**src/rtl/wdt_pkg.sv**
```systemverilog
// wdt_pkg: shared state encoding and widths for the watchdog servicer
package wdt_pkg;
  localparam int WDT_CNT_W = 8;
  localparam int WDT_RETRY_W = 4;
  typedef enum logic [2:0] {IDLE, ARM, KICK, RECOVER, ESCALATE} wdt_state_t;
endpackage

```
**src/rtl/wdt_period_counter.sv**
```systemverilog
// wdt_period_counter: window/kick-width counter that wraps to zero at PERIOD-1
module wdt_period_counter
  import wdt_pkg::*;
#(
  parameter int PERIOD = 8
) (
  input  logic                 clk,
  input  logic                 rst,
  input  logic                 clear,
  input  logic                 en,
  output logic [WDT_CNT_W-1:0] count,
  output logic                 terminal
);
  assign terminal = count == WDT_CNT_W'(PERIOD - 1);
  always_ff @(posedge clk) begin
    if (rst || clear) count <= '0;
    else if (en) count <= terminal ? '0 : count + 1'b1;
  end
endmodule

```
**src/rtl/watchdog_servicer.sv**
```systemverilog
// watchdog_servicer: kicks an external watchdog while the supervised task is alive, recovers or escalates on expiry
module watchdog_servicer
  import wdt_pkg::*;
#(
  parameter int KICK_PERIOD = 8,
  parameter int KICK_WIDTH  = 2,
  parameter int MAX_RETRIES = 3
) (
  input  logic                   clk,
  input  logic                   rst,
  input  logic                   enable,
  input  logic                   task_alive,
  input  logic                   interrupt,
  output logic                   data_out,
  output logic                   recovering,
  output logic                   sys_reset_req,
  output logic [WDT_RETRY_W-1:0] retry_count
);
  localparam logic [WDT_RETRY_W-1:0] MAX_R = WDT_RETRY_W'(MAX_RETRIES);
  localparam logic [WDT_CNT_W-1:0] KW_LAST = WDT_CNT_W'(KICK_WIDTH - 1);
  wdt_state_t state;
  logic alive_seen, terminal, kick_done, cnt_en;
  logic [WDT_CNT_W-1:0] count;
  logic [WDT_RETRY_W-1:0] retry_inc;
  // one counter times both the service window in ARM and the pulse width in KICK
  assign cnt_en = state == ARM || state == KICK;
  assign kick_done = state == KICK && count == KW_LAST;
  assign retry_inc = retry_count == MAX_R ? MAX_R : retry_count + 1'b1;
  wdt_period_counter #(.PERIOD(KICK_PERIOD)) u_cnt (
    .clk(clk), .rst(rst), .clear(!cnt_en || kick_done), .en(cnt_en),
    .count(count), .terminal(terminal)
  );
  always_ff @(posedge clk) begin
    if (rst) begin
      state <= IDLE;
      data_out <= 1'b0;
      recovering <= 1'b0;
      sys_reset_req <= 1'b0;
      retry_count <= '0;
      alive_seen <= 1'b0;
    end else begin
      case (state)
        IDLE: begin
          data_out <= 1'b0;
          alive_seen <= 1'b0;
          if (enable) state <= ARM;
        end
        ARM, KICK: begin
          if (interrupt) begin
            state <= RECOVER;
            retry_count <= retry_inc;
            recovering <= 1'b1;
            data_out <= 1'b0;
            alive_seen <= 1'b0;
          end else if (!enable) begin
            state <= IDLE;
            data_out <= 1'b0;
            alive_seen <= 1'b0;
          end else if (state == ARM) begin
            if (terminal && (alive_seen || task_alive)) begin
              state <= KICK;
              data_out <= 1'b1;
              alive_seen <= 1'b0;
            end else alive_seen <= alive_seen || task_alive;
          end else if (kick_done) begin
            state <= ARM;
            data_out <= 1'b0;
            retry_count <= '0;
          end
        end
        RECOVER: begin
          if (retry_count == MAX_R) begin
            state <= ESCALATE;
            sys_reset_req <= 1'b1;
            recovering <= 1'b0;
          end else if (!interrupt && task_alive) begin
            state <= KICK;
            data_out <= 1'b1;
            recovering <= 1'b0;
          end
        end
        ESCALATE: begin
          sys_reset_req <= 1'b1;
          data_out <= 1'b0;
          recovering <= 1'b0;
        end
        default: state <= IDLE;
      endcase
    end
  end
endmodule

```
**config.mk**
```make
export PLATFORM = sky130hd
export DESIGN_NAME = watchdog_servicer
export DESIGN_NICKNAME = d
export VERILOG_FILES = /design/src/rtl/wdt_pkg.sv /design/src/rtl/wdt_period_counter.sv /design/src/rtl/watchdog_servicer.sv
export SDC_FILE = /design/constraint.sdc
export NUM_CORES = 1
export LEC_CHECK = 0
export BUFFER_PORTS_ARGS = -buffer_cell sky130_fd_sc_hd__clkbuf_2
export CORE_UTILIZATION = 30
export CTS_CLUSTER_DIAMETER = 40
export CTS_CLUSTER_SIZE = 16
export DETAILED_ROUTE_END_ITERATION = 10
export SYNTH_ARGS = -nofsm -noshare
export SYNTH_HDL_FRONTEND = slang
export SYNTH_SLANG_ARGS = --single-unit
```
**constraint.sdc**
```tcl
create_clock -name clk -period 1.71 [get_ports clk]
set_input_delay 0.171 -clock clk [delete_from_list [all_inputs] [get_ports clk]]
set_output_delay 0.171 -clock clk [all_outputs]
set_load 0.02 [all_outputs]
```
==> flow_metrics.py <==
metrics = {
    "layout": {
        "layout_common_cells": "nor2_1, dfxtp_1, nand2_1, o21ai_0",
        "multi_input_area_sq_um": 672,
        "fillers": 353,
        "regArea_sq_um": 382,
        "area_growth_pct": 18.6,
        "drive_above_1_share_pct": 22.1,
        "num_antenna_cells": 0,
        "layout.cells.non_filler": 200,
        "nets": 163,
    },
    "detailed_routing": {
        "post_drt_wl_per_cell_um": 12.7,
        "routed-wl-met2_um": 1200,
        "detail-route-antenna-nets": 0,
        "num_vias": 1036,
        "drt_iter0_drc": 56,
        "via_per_inst": 5.18,
        "drcViolationCount": 0,
        "drt-total-wl_um": 2530,
        "firstDrtPassIters": 6,
        "m1WireLength_um": 1220,
        "top_layer_used": "met4",
        "dr_wl_met3_um": 86,
    },
    "grt": {
        "grt_pass1_wl_um": 4130,
        "grt.total_usage_pct": 14.7,
        "grt_pass1_vias": 923,
        "antenna_found_initial": 0,
        "overflow": 0,
        "grt_max_degree": 16,
    },
    "sta": {
        "setup_ws_ps": 64.1,
        "setup_viol": 0,
        "fin_skew_ps": 7.11,
        "final_max_slew_viol_count": 0,
        "worst_slew_pin_slew_ps": 309,
        "period_share_pct": 96.3,
        "hold_violations": 0,
        "rsz0062_at_grt": "true",
        "relSlewSlack_pct": 79.3,
        "max_freq_mhz": 608,
        "period_needed_ps": 1650,
    },
    "critical_path": {
        "crit-reg2reg-launch": "u_cnt.count[4]",
        "reg2reg_slack_ps": 60,
        "path_max_fanout": 4,
        "cp.arrival_ps": 1890,
        "end_kind": "flop",
        "reg2reg_depth": 5,
        "startpoint_type": "flop",
        "r2r_end": "state[0]",
        "crit_required_ps": 1950,
        "path_class": "reg -> reg",
    },
    "synth": {
        "syn-num-nets": 142,
        "ys_warn_count": 0,
        "yosysUniqueCellTypes": 38,
        "synth.avg_cell_area_sq_um": 8.05,
        "syn-instance-count": 134,
        "synthesis.area_sq_mm": 0.00108,
        "ys_seq_area_share_pct": 35.3,
        "synth-seq-cells": 19,
    },
    "worst_hold_path": {
        "min_from": "task_alive",
        "hold_class": "in -> reg",
        "hold_path_end": "alive_seen",
        "hold_depth": 3,
    },
    "job": {
        "maxCapViolations": 0,
    },
    "clock_tree": {
        "worstSkewPairLatency_ps": 300,
        "tritoncts": "done",
        "clock_sinks": 19,
        "cts.clk_slew.worst_paths_ps": 110,
        "cts-htree-levels": 1,
        "cts_setup_buffers": 0,
        "numCtsBuffers": 3,
        "clock_path_buffers": 2,
        "root_buffer": "clkbuf_4",
    },
    "floorplanning": {
        "start_util_pct": 31.8,
        "die_y_um": 62.0,
        "ios": 12,
        "die_w_um": 62.0,
        "coreArea_sq_mm": 0.00339,
        "dieArea_sq_mm": 0.00384,
        "placementRows": 21,
    },
    "power_and_ir_drop": {
        "power_frac_seq_pct": 41.9,
        "power.total_w": 0.00127,
        "ir_worst_vdd_uv": 500,
        "p_leak_nw": 0.485,
        "combPwrFrac_pct": 39.6,
        "switchingPower_w": 0.000477,
        "powerDensity_mw_per_mm2": 990,
        "p_int_w": 0.000790,
        "swShare_pct": 37.6,
        "clkPwrFrac_pct": 18.5,
    },
    "placement": {
        "place_ws_ps": 35.8,
        "place_congestion": 0.881,
        "io_buffers": 11,
        "dp.final_hpwl_um": 1840,
        "placed_cells": 196,
    },
    "outcome": {
        "status": "finished clean",
    },
}
-- through the flow --
stage	utilization (%)	setup TNS [ps]	area [sq um]	hold WS [ps]
global placement	36.1	0	1220	435
CTS	36.9	0	1250	210
global route	37.7	-11.1	1280	232
detailed placement	36.1	0	1220	456
finish	37.7	0	1280	210
floorplan	-	0	1080	356
-- how the worst max path moves through the flow --
stage | start | to | slack (ps)
after floorplan | retry_count[0] | state[0] | 80
after global placement | u_cnt.count[4] | state[1] | 90
after detailed placement | u_cnt.count[4] | state[0] | 40
after CTS | u_cnt.count[4] | state[0] | 20
after global routing | u_cnt.count[4] | state[0] | -10
final | u_cnt.count[4] | state[0] | 60
-- timing repair --
action / 4_1_cts / 5_1_grt
resized for setup: 0 / 4
endpoints found under the setup margin: 0 / 2
endpoints found under the hold margin: 0 / 0
hold buffers: 0 / 0
-- layer usage --
layer	global-route usage [%]	up-vias
met5	0	-
met2	26.0	25
met3	4.97	8
met1	17.1	481
li1	-	522
met4	3.17	0
-- synthesized netlist by cell type (all sizes together) --
library cell	count	area share, %
a41oi	1	0.81
a22oi	1	0.70
xor2	2	1.6
nor3	3	1.4
ha	3	3.5
nand3	2	0.93
nor2b	2	1.2
and2b	2	1.6
mux2i	2	1.9
nor3b	3	2.1
a221oi	1	1.4
or2b	2	1.5
or3	1	0.58
dfxtp	19	35
o221ai	1	1.4
o21a	1	0.70
a311oi	3	2.4
xnor2	3	2.4
nand4	2	1.2
o21ai	13	6.0
and2	1	0.58
inv	5	1.7
a31oi	2	1.2
o31ai	1	0.70
nand2	16	5.6
a21oi	11	5.1
and3	3	1.9
nor2	19	7.3
or4	1	1.0
o211ai	3	2.1
clkbuf	4	3.6
a211oi	1	0.70
-- state kept, by name, summed over array words and instances, names as in the netlist --
name	count
alive_seen	1
data_out	1
recovering	1
retry_count	4
state	3
sys_reset_req	1
u_cnt.count	8
-- power groups by stage --
stage | registers, W | clock network [W] | logic, W
after floorplan | 0.000554 | 0 | 0.000313
after global placement | 0.000536 | 0 | 0.000456
after detailed placement | 0.000540 | 0 | 0.000465
after CTS | 0.000530 | 0.000241 | 0.000467
after global routing | 0.000538 | 0.000261 | 0.000553
final | 0.000531 | 0.000234 | 0.000501
-- cell families after synthesis --
logic type,count (synthesis),share of synthesized area (%)
simple gates,57,26.8
compound gates,39,23.2
flops,19,35.3
buf+inv,9,5.34
xor+xnor,5,4.06
fa+ha+maj,3,3.48
mux,2,1.86
-- final cells by class --
class                      instances  share of cell area [%]
timing repair buffer              20                    9.59
multi-input combinational        106                    52.5
inverter                           5                    1.47
tap                               46                    4.50
clock buffer                       4                    2.05
sequential                        19                    29.8
-- critical path, stage by stage, from the launching register on --
cell and delay [ps]:
dfxtp_2 350, or4_4 520, nor2_4 130, o221ai_4 120, a221oi_4 250, mux2i_1 220
(Power assumes the default switching activity.)
